File: src/rtl/digit_serial_adder.sv
// rtl/digit_serial_adder.sv - digit-serial add/subtract unit, LSB digit first
//
// Purpose: adds or subtracts two WIDTH-bit operands DIGIT bits per clock.
//          Operands are captured on start, then the result digits stream out
//          on s_out one per cycle while s_valid is high. A one-cycle done
//          pulse marks the registered full result on sum/cout/ovf.
// Parameters:
//   WIDTH   operand/result width in bits (must be a multiple of DIGIT)
//   DIGIT   bits processed per cycle
// Ports:
//   clk      in   single clock, rising edge
//   reset    in   asynchronous active-low reset
//   start    in   begin an operation (honoured only when idle)
//   sub      in   0 = a+b, 1 = a-b; sampled with start
//   a, b     in   operands, sampled with start
//   busy     out  high while an operation is in progress (RUN or DONE)
//   s_out    out  current result digit (zero outside RUN)
//   s_valid  out  s_out is valid
//   done     out  one-cycle completion pulse
//   sum      out  full result, stable from done until the next accepted start
//   cout     out  final carry-out; for subtract 1 means no borrow
//   ovf      out  two's-complement signed overflow

module digit_serial_adder #(
    parameter int WIDTH = 8,
    parameter int DIGIT = 1
) (
    input  logic             clk,
    input  logic             reset,
    input  logic             start,
    input  logic             sub,
    input  logic [WIDTH-1:0] a,
    input  logic [WIDTH-1:0] b,
    output logic             busy,
    output logic [DIGIT-1:0] s_out,
    output logic             s_valid,
    output logic             done,
    output logic [WIDTH-1:0] sum,
    output logic             cout,
    output logic             ovf
);

    localparam int NDIG = WIDTH / DIGIT;
    // Keep the counter at least one bit wide so NDIG == 1 still elaborates.
    localparam int CW   = (NDIG > 1) ? $clog2(NDIG) : 1;

    typedef enum logic [1:0] {
        IDLE,
        RUN,
        DONE
    } state_t;

    state_t           state;
    state_t           state_nxt;
    logic [WIDTH-1:0] op_a;
    logic [WIDTH-1:0] op_b;
    logic             carry;
    logic [CW-1:0]    count;

    logic [DIGIT:0]         dsum;
    logic                   msb_cin;
    logic                   last_digit;
    logic [WIDTH+DIGIT-1:0] sum_shift;

    // Digit adder: low DIGIT bits are the result digit, top bit the carry-out.
    always_comb begin
        dsum = {1'b0, op_a[DIGIT-1:0]} + {1'b0, op_b[DIGIT-1:0]}
             + {{DIGIT{1'b0}}, carry};
    end

    // Carry into the digit's top bit, recovered from the sum bit itself:
    // s = a ^ b ^ cin, so cin = a ^ b ^ s. On the last digit this is the
    // carry into the word MSB, which gives overflow without a second adder.
    assign msb_cin    = op_a[DIGIT-1] ^ op_b[DIGIT-1] ^ dsum[DIGIT-1];
    assign last_digit = (count == CW'(NDIG - 1));

    // New digit enters at the MSB end, everything else moves down one digit.
    assign sum_shift  = {dsum[DIGIT-1:0], sum};

    always_comb begin
        state_nxt = state;
        case (state)
            IDLE:    if (start) state_nxt = RUN;
            RUN:     if (last_digit) state_nxt = DONE;
            DONE:    state_nxt = IDLE;
            default: state_nxt = IDLE;
        endcase
    end

    always_ff @(posedge clk or negedge reset) begin
        if (!reset) begin
            state <= IDLE;
        end else begin
            state <= state_nxt;
        end
    end

    always_ff @(posedge clk or negedge reset) begin
        if (!reset) begin
            op_a  <= '0;
            op_b  <= '0;
            carry <= 1'b0;
            count <= '0;
            sum   <= '0;
            cout  <= 1'b0;
            ovf   <= 1'b0;
        end else if (state == IDLE && start) begin
            // Subtract as a + ~b + 1: invert b here and seed the carry with 1.
            op_a  <= a;
            op_b  <= b ^ {WIDTH{sub}};
            carry <= sub;
            count <= '0;
        end else if (state == RUN) begin
            carry <= dsum[DIGIT];
            op_a  <= op_a >> DIGIT;
            op_b  <= op_b >> DIGIT;
            sum   <= sum_shift[WIDTH+DIGIT-1:DIGIT];
            count <= count + 1'b1;
            if (last_digit) begin
                cout <= dsum[DIGIT];
                ovf  <= msb_cin ^ dsum[DIGIT];
            end
        end
    end

    assign busy    = (state != IDLE);
    assign s_valid = (state == RUN);
    assign done    = (state == DONE);
    assign s_out   = (state == RUN) ? dsum[DIGIT-1:0] : '0;

endmodule
File: config.mk
export PLATFORM = sky130hd
export DESIGN_NAME = digit_serial_adder
export DESIGN_NICKNAME = d
export VERILOG_FILES = /design/src/rtl/digit_serial_adder.sv
export SDC_FILE = /design/constraint.sdc
export NUM_CORES = 1
export LEC_CHECK = 0
export ABC_CLOCK_PERIOD_IN_PS = 1550
export BUFFER_PORTS_ARGS = -buffer_cell sky130_fd_sc_hd__buf_2
export CAP_MARGIN = 20
export CORE_MARGIN = 5
export CORE_UTILIZATION = 26
export DETAILED_ROUTE_END_ITERATION = 7
export SLEW_MARGIN = 10
export SYNTH_ARGS = -nofsm -noshare
export SYNTH_HDL_FRONTEND = slang
export SYNTH_SLANG_ARGS = --single-unit
export TNS_END_PERCENT = 1
File: constraint.sdc
create_clock -name clk -period 1.55 [get_ports clk]
set_input_delay 0.31 -clock clk [delete_from_list [all_inputs] [get_ports clk]]
set_output_delay 0.31 -clock clk [all_outputs]
set_load 0.005 [all_outputs]
==> run_results.csv, run 1 <==
group,metric,value,unit
final_layout,layout_commonest_cell,"nand2_1",
clock_network,cts_tree,"yes",
synthesis,syn_avg_cell_area,10.20,um^2
final_layout,areaGrowthSynthToFinish,26.29,%
power_and_ir_drop,switching_share,0.3573,
clock_network,numCtsBuffers,5,
die,die_h,85.93,um
die,start_util,0.2706,
clock_network,root_buffer,"clkbuf_8",
synthesis,synth_warnings,0,
clock_network,insertion_delay,0.28,ns
timing,fmax,0.5553,GHz
timing,fin_skew,0.004062,ns
synthesis,synth-async-reset-ratio,1.000,
synthesis,synth_area,1499,um^2
synthesis,ys.flop_type,"dfrtp_1",
drt,drtIter0Drc,34,
hold_path,min-delay-start,"a[7]",
worst_setup_path,cp-start-kind,"flop",
power_and_ir_drop,power_frac_clock,0.177,
power_and_ir_drop,power.switching,1.346,mW
worst_setup_path,cp_slowest_cell,"fa_1",
synthesis,synthDistinctLibCells,24,
global_route,track_usage,0.09540,
drt,num_vias,1103,
synthesis,yosysTopAreaCell,"dfrtp_1",
worst_setup_path,worstReg2RegStart,"carry",
drt,wire_per_inst,12.15,um
clock_network,clk_pin_slew_worst_paths,0.06,ns
timing,max_slew.worst_pin.slew,0.7501,ns
synthesis,syn_inst,147,
power_and_ir_drop,internal_power,2.421,mW
run_status,outcome,"complete, but fails checks",
drt,postRouteAntennaNets,0,
final_layout,fin_util,0.3417,
synthesis,ys_seq_area_frac,0.5342,
worst_setup_path,path_max_fanout,2,
die,row_count,27,
power_and_ir_drop,combPwrFrac,0.445,
power_and_ir_drop,max-vdd-ir-drop,0.6934,mV
timing,setup_viol,3,
place,dp.cells,251,
clock_network,clkSinkCount,32,
timing,finalMaxSlewViolations,0,
synthesis,synth_top_cell_area_share,0.5342,
die,die_x,85.93,um
place,port_buffers,33,
power_and_ir_drop,power,3.768,mW
run_status,violations,"negative setup slack",
worst_setup_path,cp.arrival,1.49,ns
synthesis,ys_seq_elements,32,
worst_setup_path,reg2reg_to,"ovf",
die,dieArea,7384,um^2
worst_setup_path,r2r_cells,5,
final_layout,nFillCells,604,
final_layout,final-seq-area,800.8,um^2
drt,drcViolationCount,0,
final_layout,final_cell_mix,"nand2_1 (53), dfrtp_1 (32), buf_2 (32), o21ai_0 (12)",
final_layout,layout.nets,211,
global_route,grt_pass1_vias,1137,
worst_setup_path,cpPeakStageDelay,0.57,ns
global_route,grt_max_degree,30,
power_and_ir_drop,power_frac_seq,0.378,
drt,routed_wl,3172,um
final_layout,drive_gt1_frac,0.2910,
drt,first_pass_iters,5,
synthesis,synth_fp_nets,170,
die,core,5540,um^2
worst_setup_path,crit_type,"reg2out",
place,place.gp.congestion,0.7199,
clock_network,cts_htree_levels,2,
synthesis,ys_top_cells_by_area,"dfrtp_1 (53%), nand2_1 (13%), mux2i_1 (4.7%), xor2_1 (4.7%), o21ai_0 (4.0%)",
place,dp_hpwl,2239,um
timing,final.setup.worst_slack,-0.2507,ns
timing,hold_slack,0.2364,ns
flow_run,maxCapViolCount,0,
timing,period_needed,1.801,ns
die,ioPinCount,34,
worst_setup_path,worstPathRequired,1.24,ns
drt,vias_per_cell,4.226,
timing,tns,-0.3094,ns
timing,finalHoldViolations,0,
worst_setup_path,cp_cell_sequence,"fa_1, and2_4, buf_6",
hold_path,holdPathEnd,"op_a[7]",
worst_setup_path,rrSetupSlack,0,ns
hold_path,holdPathStages,3,
hold_path,min_path_type,"in2reg",
global_route,grt_overflow,0,
synthesis,synth_edf_count,0,
timing,rsz0062_at_grt,"yes",
global_route,antenna_found_initial,0,
power_and_ir_drop,power_density,1990,nW/um^2
clock_network,clockBufferDepth,2,
global_route,grt_pass1_wl,5451,um
timing,min_period_over_period,1.162,
power_and_ir_drop,power.leakage,0.9508,nW
timing,relSlewSlack,0.4989,
worst_setup_path,end_kind,"output port",
final_layout,multi_input_area,641.9,um^2
final_layout,n_antenna_cell,0,
final_layout,fin_cells,261,
## power by group through the flow
stage | Clock (mW) | Combinational, mW | Sequential [mW]
after CTS | 0.693 | 1.71 | 1.43
after global routing | 0.745 | 1.89 | 1.48
after detailed placement | 0 | 1.55 | 1.44
final | 0.666 | 1.68 | 1.42
after floorplan | 0 | 1.09 | 1.42
after global placement | 0 | 1.51 | 1.43
## layer usage
metal	track usage	vias to the layer above	share of wire	wire, um
met2	0.1317	33	0.43	1361
met3	0.04131	7	0.070	222
met5	0	-	0	0
met1	0.1275	500	0.48	1527
met4	0.04317	0	0.019	60
li1	-	563	-	-
## stage by stage
step	setup WS [ns]	instance area, um^2
floorplan	0.1298	1499
global placement	0.02277	1769
detailed placement	0.008704	1769
CTS	-0.2706	1893
global route	-0.3155	1893
finish	-0.2507	1893
## sequential cells by signal, indices dropped and copies added, names as in the netlist
signal and cells:
sum 8, state 2, op_b 8, count 3, carry 1, ovf 1
op_a 8, cout 1
## area by class of cell
| type | instances | area share |
|---|---|---|
| Tap cell | 72 | 0.04759 |
| Clock buffer | 8 | 0.04759 |
| Sequential cell | 32 | 0.4230 |
| Multi-Input combinational cell | 106 | 0.3391 |
| Inverter | 1 | 0.001983 |
| Timing Repair Buffer | 42 | 0.1408 |
## logic make-up after synthesis
logic type      share of synthesized area
flops                              0.5342
buf+inv                           0.04423
mux                               0.05676
compound gates                     0.1018
simple gates                       0.1686
fa+ha+maj                         0.03005
xor+xnor                          0.06428
## cell usage after synthesis, types with 2 or more instances
master	instances
buf_6	3
nand2_1	53
o21ai_0	12
mux2i_1	7
buf_4	2
a22oi_1	8
buf_2	2
dfrtp_1	32
xnor2_1	3
ha_1	2
xor2_1	8
o21bai_1	2
a21oi_1	2
## repair_timing
| item | CTS | global route |
|---|---|---|
| hold buffers | 1 | 0 |
| hold endpoints to repair | 13 | 0 |
| endpoints found under the setup margin | 2 | 4 |
| buffers inserted | 1 | 0 |
| pin swaps | 2 | 1 |
| resized for setup | 3 | 0 |
## worst max-delay path by stage
stage,startpoint,endpoint,slack [ns],cells after the start
5_1_grt,carry,s_out,-0.32,3
4_1_cts,carry,s_out,-0.27,3
2_1_floorplan,op_a[0],s_out,0.13,2
3_3_place_gp,op_a[0],s_out,0.02,3
6_report,carry,s_out,-0.25,3
3_5_place_dp,op_a[0],s_out,0.009,3
## critical path: cells and delay by family (launching register included)
kind | cells | cell delay [ns]
buf+inv | 1 | 0.08
fa+ha+maj | 1 | 0.57
simple gates | 1 | 0.15
flops | 1 | 0.40
(Power assumes the default switching activity.)
==> run 2: changes to the inputs <==
--- a/config.mk
+++ b/config.mk
@@ -8,9 +8,12 @@
 export ABC_CLOCK_PERIOD_IN_PS = 1550
 export BUFFER_PORTS_ARGS = -buffer_cell sky130_fd_sc_hd__buf_2
 export CAP_MARGIN = 20
+export CORE_ASPECT_RATIO = 1.1
 export CORE_MARGIN = 5
-export CORE_UTILIZATION = 26
+export CORE_UTILIZATION = 50
 export DETAILED_ROUTE_END_ITERATION = 7
+export PLACE_DENSITY = 0.75
+export REMOVE_ABC_BUFFERS = 1
 export SLEW_MARGIN = 10
 export SYNTH_ARGS = -nofsm -noshare
 export SYNTH_HDL_FRONTEND = slang
==> run 2 against run 1 <==
Against the previous run:
- the flow still finishes with violations (negative setup slack)
- global-route usage rose by 5.5 points
- non-clock buffer count is 3 lower
- final cell count fell by 16%
- count of clock-buffer cells in the layout did not move
- highest routed layer unchanged
- worst hold slack worse by 0.23 ns
- critical endpoint unchanged
- clock skew grew 0.0061 ns
- critical path type unchanged
==> run_results.csv, run 2 (same netlist as run 1, synthesis figures left out) <==
group,metric,value,unit
clock_network,insertion_delay,0.33,ns
timing,relSlewSlack,0.5437,
worst_setup_path,worstPathRequired,1.24,ns
final_layout,layout_commonest_cell,"nand2_1",
clock_network,clk_pin_slew_worst_paths,0.10,ns
timing,period_needed,1.826,ns
final_layout,fin_cells,219,
drt,postRouteAntennaNets,0,
die,ioPinCount,34,
place,place.gp.congestion,0.7242,
clock_network,cts_htree_levels,2,
place,place_area,1680,um^2
worst_setup_path,cp.arrival,1.52,ns
worst_setup_path,path_max_fanout,2,
global_route,antenna_found_initial,0,
power_and_ir_drop,max-vdd-ir-drop,1.198,mV
final_layout,layout.nets,208,
drt,wire_per_inst,12.50,um
global_route,grt_pass1_wl,4954,um
worst_setup_path,worstReg2RegStart,"op_a[0]",
timing,final.setup.worst_slack,-0.2759,ns
final_layout,n_antenna_cell,0,
global_route,grt_overflow,0,
timing,finalHoldViolations,0,
die,die_x,62.21,um
power_and_ir_drop,power_density,1999,nW/um^2
place,port_buffers,33,
drt,first_pass_iters,4,
worst_setup_path,end_kind,"output port",
clock_network,clkSinkCount,32,
timing,max_slew.worst_pin.slew,0.6844,ns
timing,min_period_over_period,1.178,
drt,num_vias,1121,
hold_path,min_path_type,"in2async",
die,row_count,20,
clock_network,root_buffer,"clkbuf_4",
power_and_ir_drop,power.leakage,0.9168,nW
timing,fin_skew,0.01014,ns
timing,rsz0062_at_grt,"yes",
drt,vias_per_cell,5.119,
worst_setup_path,reg2reg_to,"ovf",
worst_setup_path,cp-start-kind,"flop",
run_status,violations,"negative setup slack",
timing,fmax,0.5477,GHz
die,dieArea,4194,um^2
power_and_ir_drop,power,3.536,mW
worst_setup_path,rrSetupSlack,0.03,ns
flow_run,maxCapViolCount,0,
place,dp.cells,210,
final_layout,final_cell_mix,"nand2_1 (53), buf_2 (32), dfrtp_1 (31), o21ai_0 (12)",
final_layout,fin_util,0.6257,
final_layout,drive_gt1_frac,0.2903,
drt,routed_wl,2738,um
die,start_util,0.5301,
clock_network,numCtsBuffers,5,
drt,drtIter0Drc,71,
run_status,outcome,"complete, but fails checks",
global_route,grt_pass1_vias,1129,
clock_network,clockBufferDepth,2,
place,dp_hpwl,1972,um
drt,drcViolationCount,0,
global_route,grt_max_degree,33,
die,core,2828,um^2
timing,finalMaxSlewViolations,0,
worst_setup_path,crit_type,"reg2out",
global_route,track_usage,0.1505,
final_layout,areaGrowthSynthToFinish,18.03,%
final_layout,top_regs,"op_a x8, op_b x8, sum x8",
timing,setup_viol,1,
clock_network,cts_tree,"yes",
worst_setup_path,r2r_cells,5,
clock_network,ctsHoldBuffers,0,
final_layout,post-route-cell-area,1769,um^2
die,die_h,67.43,um
==> run 2: changes by cell type in the layout (fill, tap and decap cells not counted), sizes merged <==
cell and change:
buf -2, dlygate4sd3 -1
==> run 2: metrics by stage <==
| step | setup TNS, ns | setup WS (ns) | hold slack [ns] |
|---|---|---|---|
| floorplan | -0.8881 | -0.07232 | 0.01441 |
| global placement | 0 | 0.03949 | 0.3845 |
| detailed placement | 0 | 0.01714 | 0.3953 |
| CTS | -0.3348 | -0.3034 | 0.02998 |
| global route | -0.3930 | -0.3483 | 0.06466 |
| finish | -0.2759 | -0.2759 | 0.008166 |
==> run 2: area by class of cell <==
type | instances | area (um^2)
tap | 33 | 41.29
fill | 240 | 1059
timing repair buffer | 39 | 216.5
inverter | 1 | 6.256
multi-input combinational | 106 | 644.4
sequential | 32 | 802.0
clock buffer | 8 | 58.81
==> run 2: what timing repair did <==
| item | CTS | global route |
|---|---|---|
| pin swaps | 1 | 1 |
| buffers inserted | 1 | 0 |
| setup endpoints to repair | 2 | 4 |
| resized for setup | 3 | 3 |
==> run 2: worst max-delay path by stage <==
stage | startpoint | to | slack, ns | cells after the start
4_1_cts | carry | s_out | -0.30 | 3
5_1_grt | op_a[0] | s_out | -0.35 | 3
3_3_place_gp | op_a[0] | s_out | 0.04 | 3
6_report | op_a[0] | s_out | -0.28 | 3
3_5_place_dp | op_a[0] | s_out | 0.02 | 3
2_1_floorplan | state[0] | count[1] | -0.07 | 2
==> run 2: power by group <==
group          internal (mW)  total [mW]  switching, mW
Combinational          0.824        1.62          0.801
Sequential              1.20        1.43          0.228
Clock                  0.224       0.486          0.262
==> run 2: per-layer routing <==
layer | share of wire | GRT usage | vias to the layer above
met2 | 0.51 | 0.2604 | 32
li1 | - | - | 558
met1 | 0.42 | 0.1743 | 527
met3 | 0.063 | 0.04493 | 4
met4 | 0.0099 | 0.06504 | 0
met5 | 0 | 0 | -
==> run 2: critical path, stage by stage, from the launching register on <==
cell     delay, ns
dfrtp_1       0.41
fa_1          0.56
and2_4        0.15
buf_6         0.09
==> run 3: changes to the inputs <==
--- a/config.mk
+++ b/config.mk
@@ -10,10 +10,9 @@
 export CAP_MARGIN = 20
 export CORE_ASPECT_RATIO = 1.1
 export CORE_MARGIN = 5
-export CORE_UTILIZATION = 50
+export CORE_UTILIZATION = 52
 export DETAILED_ROUTE_END_ITERATION = 7
-export PLACE_DENSITY = 0.75
-export REMOVE_ABC_BUFFERS = 1
+export PLACE_DENSITY = 0.77
 export SLEW_MARGIN = 10
 export SYNTH_ARGS = -nofsm -noshare
 export SYNTH_HDL_FRONTEND = slang
==> run 3 against run 2 <==
Against the previous run:
- the flow still finishes with violations (negative setup slack)
- final cell count grew 0.91%
- flip-flop and latch count did not move
- die area decreased by 3.3%
- power is 2.0% higher
- critical path depth did not move
- clock skew shrank 0.0025 ns
- register-to-register slack is essentially flat
- critical path type unchanged
- largest power group unchanged
- highest routed layer unchanged
==> run_results.csv, run 3 (same netlist as run 1, synthesis figures left out) <==
group,metric,value,unit
run_status,outcome,"complete, but fails checks",
run_status,violations,"negative setup slack",
die,die_h,66.31,um
power_and_ir_drop,max-vdd-ir-drop,1.352,mV
timing,relSlewSlack,0.5645,
flow_run,maxCapViolCount,0,
global_route,track_usage,0.1649,
clock_network,cts_htree_levels,2,
drt,num_vias,1134,
hold_path,holdPathStages,3,
die,start_util,0.5396,
die,row_count,20,
final_layout,post-route-cell-area,1800,um^2
global_route,grt_max_degree,33,
drt,routed_wl,2910,um
clock_network,insertion_delay,0.33,ns
place,dp_hpwl,2086,um
place,port_buffers,33,
worst_setup_path,crit_type,"reg2out",
die,core,2778,um^2
final_layout,layout.nets,211,
drt,vias_per_cell,5.131,
worst_setup_path,cp_cell_sequence,"fa_1, and2_4, buf_6",
drt,drtIter0Drc,80,
worst_setup_path,r2r_cells,5,
power_and_ir_drop,power.leakage,0.9357,nW
worst_setup_path,end_kind,"output port",
drt,postRouteAntennaNets,0,
worst_setup_path,path_max_fanout,2,
clock_network,clkSinkCount,32,
final_layout,areaGrowthSynthToFinish,20.12,%
final_layout,fin_util,0.6482,
worst_setup_path,cp_slowest_cell,"fa_1",
worst_setup_path,cp.arrival,1.53,ns
hold_path,min_path_type,"in2reg",
place,place.gp.congestion,0.7608,
die,ioPinCount,34,
drt,wire_per_inst,13.17,um
drt,drcViolationCount,0,
timing,final.setup.worst_slack,-0.2927,ns
drt,first_pass_iters,4,
global_route,antenna_found_initial,0,
place,dp.cells,211,
global_route,grt_overflow,0,
timing,fin_skew,0.007678,ns
die,dieArea,4058,um^2
clock_network,clockBufferDepth,2,
timing,fmax,0.5427,GHz
final_layout,final_cell_mix,"nand2_1 (53), buf_2 (32), dfrtp_1 (31), o21ai_0 (12)",
timing,max_slew.worst_pin.slew,0.6518,ns
timing,setup_viol,1,
timing,finalMaxSlewViolations,0,
worst_setup_path,worstPathRequired,1.24,ns
final_layout,top_regs,"op_a x8, op_b x8, sum x8",
final_layout,layout_commonest_cell,"nand2_1",
global_route,grt_pass1_wl,4933,um
timing,rsz0062_at_grt,"yes",
clock_network,cts_tree,"yes",
clock_network,root_buffer,"clkbuf_4",
final_layout,fin_cells,221,
worst_setup_path,cp-start-kind,"flop",
clock_network,clk_pin_slew_worst_paths,0.10,ns
final_layout,drive_gt1_frac,0.3032,
worst_setup_path,cpPeakStageDelay,0.56,ns
timing,min_period_over_period,1.189,
clock_network,numCtsBuffers,5,
place,place_area,1688,um^2
timing,finalHoldViolations,0,
timing,period_needed,1.843,ns
die,die_x,61.19,um
global_route,grt_pass1_vias,1126,
final_layout,n_antenna_cell,0,
power_and_ir_drop,power_density,2003,nW/um^2
run 3: cell types whose count changed in the layout (fill, tap and decap cells not counted), sizes merged:
| cell | change |
|---|---|
| buf | +2 |
| dlygate4sd3 | +1 |
| clkbuf | -1 |
run 3: worst paths after layout:
check | start | endpoint | slack, ns
max | op_a[0] | s_out | -0.29
min | a[3] | op_a[3] | 0.19
max reg2reg | op_a[0] | ovf | 0.03
min reg2reg | sum[0] | sum[0] | 0.48
max in group asynchronous | reset | state[0] | 0.70
min in group asynchronous | reset | sum[1] | 0.54
run 3: through the flow:
step | total power [mW] | TNS [ns] | setup slack (ns) | hold slack (ns)
detailed placement | 2.938 | 0 | 0.0001804 | 0.3599
floorplan | 2.504 | 0 | 0.1298 | 0.01441
finish | 3.606 | -0.2927 | -0.2927 | 0.1895
global placement | 2.834 | 0 | 0.04240 | 0.3404
global route | 3.927 | -0.3871 | -0.3493 | 0.1973
CTS | 3.636 | -0.3231 | -0.3231 | 0.1723
run 3: worst max-delay path, delay by kind of cell, from the launching register on:
| kind | cells | cell delay (ns) |
|---|---|---|
| AND/OR/NAND/NOR | 1 | 0.15 |
| flip-flops | 1 | 0.41 |
| buffers and inverters | 1 | 0.09 |
| adder cells (fa/ha/maj) | 1 | 0.56 |
run 3: what timing repair did:
action,CTS,global route
endpoints found under the hold margin,30,0
pin swaps,1,1
gates resized for setup,6,0
hold buffers,1,0
setup buffers,1,1
setup endpoints to repair,3,2
run 3: routing by layer:
layer	wire length (um)	up-vias	part of all wire	track usage
met4	45	0	0.015	0.05691
met3	236	5	0.081	0.06055
li1	-	562	-	-
met1	1159	527	0.40	0.1727
met2	1469	40	0.50	0.2937
met5	0	-	0	0
run 3: power breakdown:
group	internal (mW)	switching (mW)	leakage, nW
Clock	0.257	0.268	0.0374
Combinational	0.837	0.808	0.492
Sequential	1.20	0.239	0.406
run 3: layout make-up:
class                      instances  area, um^2
tap                               33       41.29
clock buffer                       7       65.06
fill                             227       977.2
inverter                           1       6.256
sequential                        32       802.0
multi-input combinational        106       644.4
timing repair buffer              42       241.5
